**src/rtl/escalonador_clusters_pkg.sv**
```systemverilog
// Shared types and default sizing for the cluster lookup scheduler.
package escalonador_pkg;

    localparam int NUM_CLUSTERS_DEF  = 5;
    localparam int TAM_ENDERECO_DEF  = 64;
    localparam int TAM_HASH_DOIS_DEF = 8;
    localparam int TEMPO_LIMITE_DEF  = 16;

    typedef enum logic [2:0] {
        OCIOSO    = 3'd0,
        SELECIONA = 3'd1,
        EMITE     = 3'd2,
        ESPERA    = 3'd3,
        RETIRA    = 3'd4
    } estado_t;

endpackage

```
**src/rtl/escalonador_clusters_if.sv**
```systemverilog
// Request/response channel between the scheduler and the cluster lookup fabric.
interface escalonador_clusters_if
    import escalonador_pkg::*;
#(
    parameter int NUM_CLUSTERS  = NUM_CLUSTERS_DEF,
    parameter int TAM_ENDERECO  = TAM_ENDERECO_DEF,
    parameter int TAM_HASH_DOIS = TAM_HASH_DOIS_DEF
);
    logic                     req_valido;
    logic                     req_pronto;
    logic [NUM_CLUSTERS-1:0]  req_cluster;
    logic [TAM_ENDERECO-1:0]  req_endereco;
    logic [TAM_HASH_DOIS-1:0] req_hash;
    logic                     resp_valida;
    logic                     resp_acerto;

    modport master (
        output req_valido, req_cluster, req_endereco, req_hash,
        input  req_pronto, resp_valida, resp_acerto
    );

    modport slave (
        input  req_valido, req_cluster, req_endereco, req_hash,
        output req_pronto, resp_valida, resp_acerto
    );
endinterface

```
**src/rtl/escalonador_clusters_arbitro_rr.sv**
```systemverilog
// Combinational round-robin arbiter: first set request at or after ptr, wrapping.
module arbitro_rr #(
    parameter int  NUM_CLUSTERS = 5,
    localparam int PW = (NUM_CLUSTERS > 1) ? $clog2(NUM_CLUSTERS) : 1
) (
    input  logic [NUM_CLUSTERS-1:0] req,
    input  logic [PW-1:0]           ptr,
    output logic [NUM_CLUSTERS-1:0] grant,
    output logic [PW-1:0]           idx
);
    int          j;
    logic        achou;
    logic [PW-1:0] sel;

    always_comb begin
        grant = '0;
        idx   = '0;
        achou = 1'b0;
        j     = 0;
        sel   = '0;
        for (int k = 0; k < NUM_CLUSTERS; k++) begin
            j = int'(ptr) + k;
            if (j >= NUM_CLUSTERS) j = j - NUM_CLUSTERS;
            sel = PW'(j);
            if (!achou && req[sel]) begin
                achou      = 1'b1;
                grant[sel] = 1'b1;
                idx        = sel;
            end
        end
    end
endmodule

```
**src/rtl/escalonador_clusters.sv**
```systemverilog
// Walks the presented entry's cluster bitmap, issuing one lookup at a time,
// and retires the entry on hit, exhaustion or an empty bitmap.
module escalonador_clusters
    import escalonador_pkg::*;
#(
    parameter int NUM_CLUSTERS  = NUM_CLUSTERS_DEF,
    parameter int TAM_ENDERECO  = TAM_ENDERECO_DEF,
    parameter int TAM_HASH_DOIS = TAM_HASH_DOIS_DEF,
    parameter int TEMPO_LIMITE  = TEMPO_LIMITE_DEF
) (
    input  logic                     clk,
    input  logic                     rst_n,
    input  logic                     entrada_valida,
    input  logic [NUM_CLUSTERS-1:0]  bitmap_atual,
    input  logic [TAM_ENDERECO-1:0]  endereco_atual,
    input  logic [TAM_HASH_DOIS-1:0] hash_atual,
    output logic [NUM_CLUSTERS-1:0]  bitmap_atualizado,
    output logic                     zero,
    escalonador_clusters_if.master   fab,
    output logic                     resultado_valido,
    output logic                     resultado_acerto,
    output logic [NUM_CLUSTERS-1:0]  resultado_cluster,
    output logic                     resultado_erro,
    output logic                     ocupado
);
    localparam int PW = (NUM_CLUSTERS > 1) ? $clog2(NUM_CLUSTERS) : 1;
    localparam int CW = $clog2(TEMPO_LIMITE);

    estado_t                  estado_q, estado_d;
    logic [PW-1:0]            ptr_q, ptr_d;
    logic [NUM_CLUSTERS-1:0]  bitmap_q, bitmap_d;
    logic [TAM_ENDERECO-1:0]  endereco_q, endereco_d;
    logic [TAM_HASH_DOIS-1:0] hash_q, hash_d;
    logic [NUM_CLUSTERS-1:0]  cluster_q, cluster_d;
    logic [CW-1:0]            cnt_q, cnt_d;
    logic                     erro_q, erro_d;
    logic                     acerto_q, acerto_d;
    logic [NUM_CLUSTERS-1:0]  res_cluster_q, res_cluster_d;

    logic [NUM_CLUSTERS-1:0]  grant;
    logic [PW-1:0]            grant_idx;
    logic [NUM_CLUSTERS-1:0]  bitmap_pos;
    logic                     expirou;
    logic                     retira;

    arbitro_rr #(.NUM_CLUSTERS(NUM_CLUSTERS)) u_arb (
        .req   (bitmap_q),
        .ptr   (ptr_q),
        .grant (grant),
        .idx   (grant_idx)
    );

    always_ff @(posedge clk or negedge rst_n) begin
        if (!rst_n) begin
            estado_q      <= OCIOSO;
            ptr_q         <= '0;
            bitmap_q      <= '0;
            endereco_q    <= '0;
            hash_q        <= '0;
            cluster_q     <= '0;
            cnt_q         <= '0;
            erro_q        <= 1'b0;
            acerto_q      <= 1'b0;
            res_cluster_q <= '0;
        end else begin
            estado_q      <= estado_d;
            ptr_q         <= ptr_d;
            bitmap_q      <= bitmap_d;
            endereco_q    <= endereco_d;
            hash_q        <= hash_d;
            cluster_q     <= cluster_d;
            cnt_q         <= cnt_d;
            erro_q        <= erro_d;
            acerto_q      <= acerto_d;
            res_cluster_q <= res_cluster_d;
        end
    end

    assign bitmap_pos = bitmap_q & ~cluster_q;
    assign expirou    = (cnt_q == CW'(TEMPO_LIMITE - 1));

    always_comb begin
        estado_d      = estado_q;
        ptr_d         = ptr_q;
        bitmap_d      = bitmap_q;
        endereco_d    = endereco_q;
        hash_d        = hash_q;
        cluster_d     = cluster_q;
        cnt_d         = cnt_q;
        erro_d        = erro_q;
        acerto_d      = acerto_q;
        res_cluster_d = res_cluster_q;
        case (estado_q)
            OCIOSO: if (entrada_valida) begin
                endereco_d    = endereco_atual;
                hash_d        = hash_atual;
                bitmap_d      = bitmap_atual;
                erro_d        = 1'b0;
                acerto_d      = 1'b0;
                res_cluster_d = '0;
                estado_d      = (bitmap_atual == '0) ? RETIRA : SELECIONA;
            end
            SELECIONA: begin
                cluster_d = grant;
                ptr_d     = (grant_idx == PW'(NUM_CLUSTERS - 1)) ? '0 : grant_idx + 1'b1;
                estado_d  = EMITE;
            end
            EMITE: if (fab.req_pronto) begin
                cnt_d    = '0;
                estado_d = ESPERA;
            end
            ESPERA: begin
                // A response in the expiry cycle wins, so no error is flagged.
                if (fab.resp_valida || expirou) begin
                    bitmap_d = bitmap_pos;
                    if (!fab.resp_valida) erro_d = 1'b1;
                    if (fab.resp_valida && fab.resp_acerto) begin
                        acerto_d      = 1'b1;
                        res_cluster_d = cluster_q;
                        estado_d      = RETIRA;
                    end else if (bitmap_pos == '0) begin
                        estado_d = RETIRA;
                    end else begin
                        estado_d = SELECIONA;
                    end
                end else begin
                    cnt_d = cnt_q + 1'b1;
                end
            end
            RETIRA:  estado_d = OCIOSO;
            default: estado_d = OCIOSO;
        endcase
    end

    assign retira = (estado_q == RETIRA);

    always_comb begin
        fab.req_valido    = (estado_q == EMITE);
        fab.req_cluster   = cluster_q;
        fab.req_endereco  = endereco_q;
        fab.req_hash      = hash_q;
        // Outside OCIOSO the buffer must see our shrinking copy, not its stale one.
        bitmap_atualizado = (estado_q == OCIOSO) ? bitmap_atual : bitmap_q;
        zero              = retira;
        resultado_valido  = retira;
        resultado_acerto  = retira & acerto_q;
        resultado_cluster = retira ? res_cluster_q : '0;
        resultado_erro    = retira & erro_q;
        ocupado           = (estado_q != OCIOSO);
    end
endmodule

```
**src/flat_wrapper.sv**
```systemverilog
// flat-port wrapper written by rule: the top's interface ports become plain ports
module escalonador_clusters_flat import escalonador_pkg::*;
#(
    parameter int NUM_CLUSTERS  = NUM_CLUSTERS_DEF,
    parameter int TAM_ENDERECO  = TAM_ENDERECO_DEF,
    parameter int TAM_HASH_DOIS = TAM_HASH_DOIS_DEF,
    parameter int TEMPO_LIMITE  = TEMPO_LIMITE_DEF
)
  (clk, rst_n, entrada_valida, bitmap_atual, endereco_atual, hash_atual, bitmap_atualizado, zero, resultado_valido, resultado_acerto, resultado_cluster, resultado_erro, ocupado, fab_req_valido, fab_req_cluster, fab_req_endereco, fab_req_hash, fab_req_pronto, fab_resp_valida, fab_resp_acerto);
  escalonador_clusters_if #(.NUM_CLUSTERS(NUM_CLUSTERS), .TAM_ENDERECO(TAM_ENDERECO), .TAM_HASH_DOIS(TAM_HASH_DOIS)) fab_i ();
  input  logic clk;
  input  logic rst_n;
  input  logic entrada_valida;
  input  logic [NUM_CLUSTERS-1:0] bitmap_atual;
  input  logic [TAM_ENDERECO-1:0] endereco_atual;
  input  logic [TAM_HASH_DOIS-1:0] hash_atual;
  output logic [NUM_CLUSTERS-1:0] bitmap_atualizado;
  output logic zero;
  output logic resultado_valido;
  output logic resultado_acerto;
  output logic [NUM_CLUSTERS-1:0] resultado_cluster;
  output logic resultado_erro;
  output logic ocupado;
  output wire logic [$bits(fab_i.req_valido)-1:0] fab_req_valido;
  output wire logic [$bits(fab_i.req_cluster)-1:0] fab_req_cluster;
  output wire logic [$bits(fab_i.req_endereco)-1:0] fab_req_endereco;
  output wire logic [$bits(fab_i.req_hash)-1:0] fab_req_hash;
  input wire logic [$bits(fab_i.req_pronto)-1:0] fab_req_pronto;
  input wire logic [$bits(fab_i.resp_valida)-1:0] fab_resp_valida;
  input wire logic [$bits(fab_i.resp_acerto)-1:0] fab_resp_acerto;
  assign fab_req_valido = fab_i.req_valido;
  assign fab_req_cluster = fab_i.req_cluster;
  assign fab_req_endereco = fab_i.req_endereco;
  assign fab_req_hash = fab_i.req_hash;
  assign fab_i.req_pronto = fab_req_pronto;
  assign fab_i.resp_valida = fab_resp_valida;
  assign fab_i.resp_acerto = fab_resp_acerto;
  escalonador_clusters #(.NUM_CLUSTERS(NUM_CLUSTERS), .TAM_ENDERECO(TAM_ENDERECO), .TAM_HASH_DOIS(TAM_HASH_DOIS), .TEMPO_LIMITE(TEMPO_LIMITE)) u_core (.clk(clk), .rst_n(rst_n), .entrada_valida(entrada_valida), .bitmap_atual(bitmap_atual), .endereco_atual(endereco_atual), .hash_atual(hash_atual), .bitmap_atualizado(bitmap_atualizado), .zero(zero), .fab(fab_i), .resultado_valido(resultado_valido), .resultado_acerto(resultado_acerto), .resultado_cluster(resultado_cluster), .resultado_erro(resultado_erro), .ocupado(ocupado));
endmodule
```
**config.mk**
```make
export PLATFORM = sky130hd
export DESIGN_NAME = escalonador_clusters_flat
export DESIGN_NICKNAME = d
export VERILOG_FILES = /design/src/rtl/escalonador_clusters_pkg.sv /design/src/rtl/escalonador_clusters_if.sv /design/src/rtl/escalonador_clusters_arbitro_rr.sv /design/src/rtl/escalonador_clusters.sv /design/src/flat_wrapper.sv
export SDC_FILE = /design/constraint.sdc
export NUM_CORES = 1
export LEC_CHECK = 0
export BUFFER_PORTS_ARGS = -buffer_cell sky130_fd_sc_hd__buf_2
export CORE_UTILIZATION = 48
export CTS_BUF_LIST = sky130_fd_sc_hd__clkbuf_8
export CTS_CLUSTER_DIAMETER = 80
export DETAILED_ROUTE_END_ITERATION = 16
export PLACE_DENSITY = 0.92
export SLEW_MARGIN = 20
export SYNTH_ARGS = -nofsm -noshare
export SYNTH_HDL_FRONTEND = slang
export SYNTH_SLANG_ARGS = --single-unit
```
**constraint.sdc**
```tcl
create_clock -name clk -period 3.9 [get_ports clk]
set_clock_uncertainty 0.1 [all_clocks]
set_input_delay 0.585 -clock clk [delete_from_list [all_inputs] [get_ports clk]]
set_output_delay 0.585 -clock clk [all_outputs]
set_load 0.03 [all_outputs]
```
==> impl_metrics.toml <==
[drt]
wl_per_cell_um = 19.6
num_vias = 4950
wl_mm = 16.6
dr.pass1.iters = 8
via_per_inst = 5.85
first_iter_violations = 446
drcViolationCount = 0
ant_nets = 0

[synthesis]
syn_area_per_cell_sq_um = 10.7
synth_top_family_by_area = "multiplexers"
synth-xor-area-share = 0.0115
synth_cell_types = 64
synthFlopType = "dfrtp_1"
yosys_warnings = 0
ys_seq_area_frac = 0.466
synthAdderAreaFrac = 0.0297
synth-simple-area-share = 0.133
synthMuxAreaShare = 0.179
synth_cells = 498
ys_seq_elements = 99
syn_nets = 593
synth_compound_gate_area_share = 0.145
synth_area_sq_um = 5310
synth_edf_count = 0
synthArstFlopShare = 1.00

[timing]
setup_tns_ps = 0
setup_violations = 0
period_needed_ps = 3870
worst_slew_pin_slew_ps = 1070
hold_viol = 0
rsz0062_at_grt = "yes"
fin_crit_sh = 0.991
slew_violations = 0
relSlewSlack = 0.285
fmax_mhz = 259

[global_routing]
grt_overflow = 0
antenna_found_initial = 0
grt_pass1_vias = 5034
grt_pass1_wl_mm = 25.6
grt_start_max_net_pins = 86
track_usage = 0.291

[clock_tree]
cts_buffer_depth = 2
h-tree-depth = 3
clk_pin_slew_worst_paths_ps = 90
cts_made_buffers = 9
clock_latency_ps = 360
cts.sinks = 99
cts_tree = "yes"
root_buffer = "clkbuf_8"
cts.hold.buffers_added = 0

[setup_path]
cp.arrival_ps = 4040
cp-end-kind = "flop"
critPathLaunchType = "flop"
cp-startpoint = "u_core.ptr_q[0]"
rr_startpoint = "u_core.ptr_q[0]"
cp_max_fo = 6
required_ps = 4080
crit_type = "reg -> reg"

[placement]
portBuffers = 175
gp_congestion = 0.943
post-dp-hpwl_mm = 12.3
placed_area_sq_um = 6520

[floorplan]
die_h_um = 107
fp.dieArea_sq_um = 11500
core_sq_um = 10800
initial_core_util = 0.492
rows = 38
io_pins = 176
fp.dieW_um = 107

[flow_run]
max_cap_viol_count = 0

[finish]
synthToLayoutAreaGrowth_pct = 33.2
finalNetCount = 797
num_antenna_cells = 0
final_area_sq_um = 7070
drive_above_1_share = 0.510

[worst_hold_path]
hp-class = "in -> async"

[outcome]
status = "complete, no violations"
==> per-layer routing <==
metal	GRT usage	up-vias	part of all wire
met5	0	-	0
met1	0.324	2407	0.36
met4	0.157	0	0.042
li1	-	2227	-
met2	0.511	255	0.52
met3	0.0705	61	0.071
==> critical path, cell delays in order (launching register included) <==
cell and delay [ps]:
dfrtp_2 470, inv_4 100, ha_4 120, inv_2 30, fa_2 410, a21oi_4 240, buf_12 150, xnor2_4 100
nand4_1 130, nand4_1 210, and2_4 240, or4_4 530, o221ai_4 270, inv_1 90, ha_2 190, nor3_2 170
o221ai_1 130, o211ai_1 110
==> per-stage QoR <==
step | util | instances | setup slack, ps | hold slack (ps)
detailed placement | 0.604 | 817 | 56.0 | 382
global placement | 0.604 | 817 | 49.6 | 366
global route | 0.655 | 846 | -142 | 328
CTS | 0.622 | 832 | 15.3 | 280
floorplan | - | 498 | 0.767 | 189
finish | 0.655 | 846 | 34.5 | 254
==> synth_stat cells, drive strengths merged (6+ instances only) <==
| master | number | area (sq um) |
|---|---|---|
| a21oi | 23 | 126 |
| a22o | 6 | 52.6 |
| and2 | 15 | 96.3 |
| buf | 10 | 47.5 |
| clkbuf | 19 | 72.6 |
| dfrtp | 99 | 2480 |
| ha | 11 | 138 |
| inv | 17 | 63.8 |
| mux2 | 74 | 833 |
| mux2i | 7 | 70.1 |
| nand2 | 27 | 101 |
| nand3 | 9 | 45.0 |
| nor2 | 34 | 128 |
| nor2b | 6 | 37.5 |
| nor3 | 12 | 60.1 |
| nor4 | 6 | 37.5 |
| o21ai | 32 | 160 |
| xnor2 | 6 | 52.6 |
==> layout make-up <==
cell class,instances,area (sq um)
Clock buffer,11,151
Tap cell,140,175
Timing Repair Buffer,222,1250
Clock inverter,4,51.3
Sequential cell,99,2480
Multi-Input combinational cell,352,2900
Inverter,18,70.1
Fill cell,785,3720
==> logic make-up (layout without fill, tap and decap cells) <==
kind of cell,count (synthesis),count (layout)
mux,83,83
fa+ha+maj,12,12
simple gates,137,137
flops,99,99
xor+xnor,7,7
buf+inv,47,255
compound gates,113,113
==> state kept, by name (all words and copies together), names as in the netlist <==
name                     flops
u_core.fab.req_endereco     64
u_core.fab.req_hash          8
u_core.bitmap_q              5
u_core.fab.req_cluster       5
u_core.res_cluster_q         5
u_core.cnt_q                 4
u_core.estado_q              3
u_core.ptr_q                 3
u_core.acerto_q              1
u_core.erro_q                1
==> worst paths after layout <==
path	endpoint	slack, ps	cells past startpoint
hold / removal	u_core.fab.req_hash[4]	250	1
min in group clk	u_core.fab.req_hash[1]	360	2
max in group asynchronous	u_core.ptr_q[0]	2520	2
setup / recovery	u_core.ptr_q[2]	30	17
hold reg to reg	u_core.res_cluster_q[0]	400	1
setup reg to reg	u_core.ptr_q[2]	30	17
==> layout by cell type, fill, tap and decap left out, types with 3 or more instances in the layout <==
master,count
ha_1,6
a21o_1,3
o22a_1,4
inv_1,15
mux2i_1,5
nand4_1,4
nor3b_1,4
a22o_1,6
and3_1,3
a21oi_1,20
nand3_1,8
o21ai_0,30
nor3_1,11
xnor2_1,4
and2_4,4
dfrtp_1,97
nor4_1,5
buf_4,46
o22ai_1,3
nor2_1,33
nor2b_1,5
o31ai_1,4
o32a_1,3
and2_1,11
mux2_2,73
clkbuf_8,11
buf_2,174
nand2_1,27
ha_4,3
nand2b_1,5
a31oi_1,5
==> timing repair <==
action / 4_1_cts / 5_1_grt
resized for setup: 0 / 51
endpoints found under the setup margin: 0 / 4
setup buffers: 0 / 15
Power is left out: the tool's default activity adds up to more than one toggle a clock period on the data nets, which glitch-free logic cannot reach.
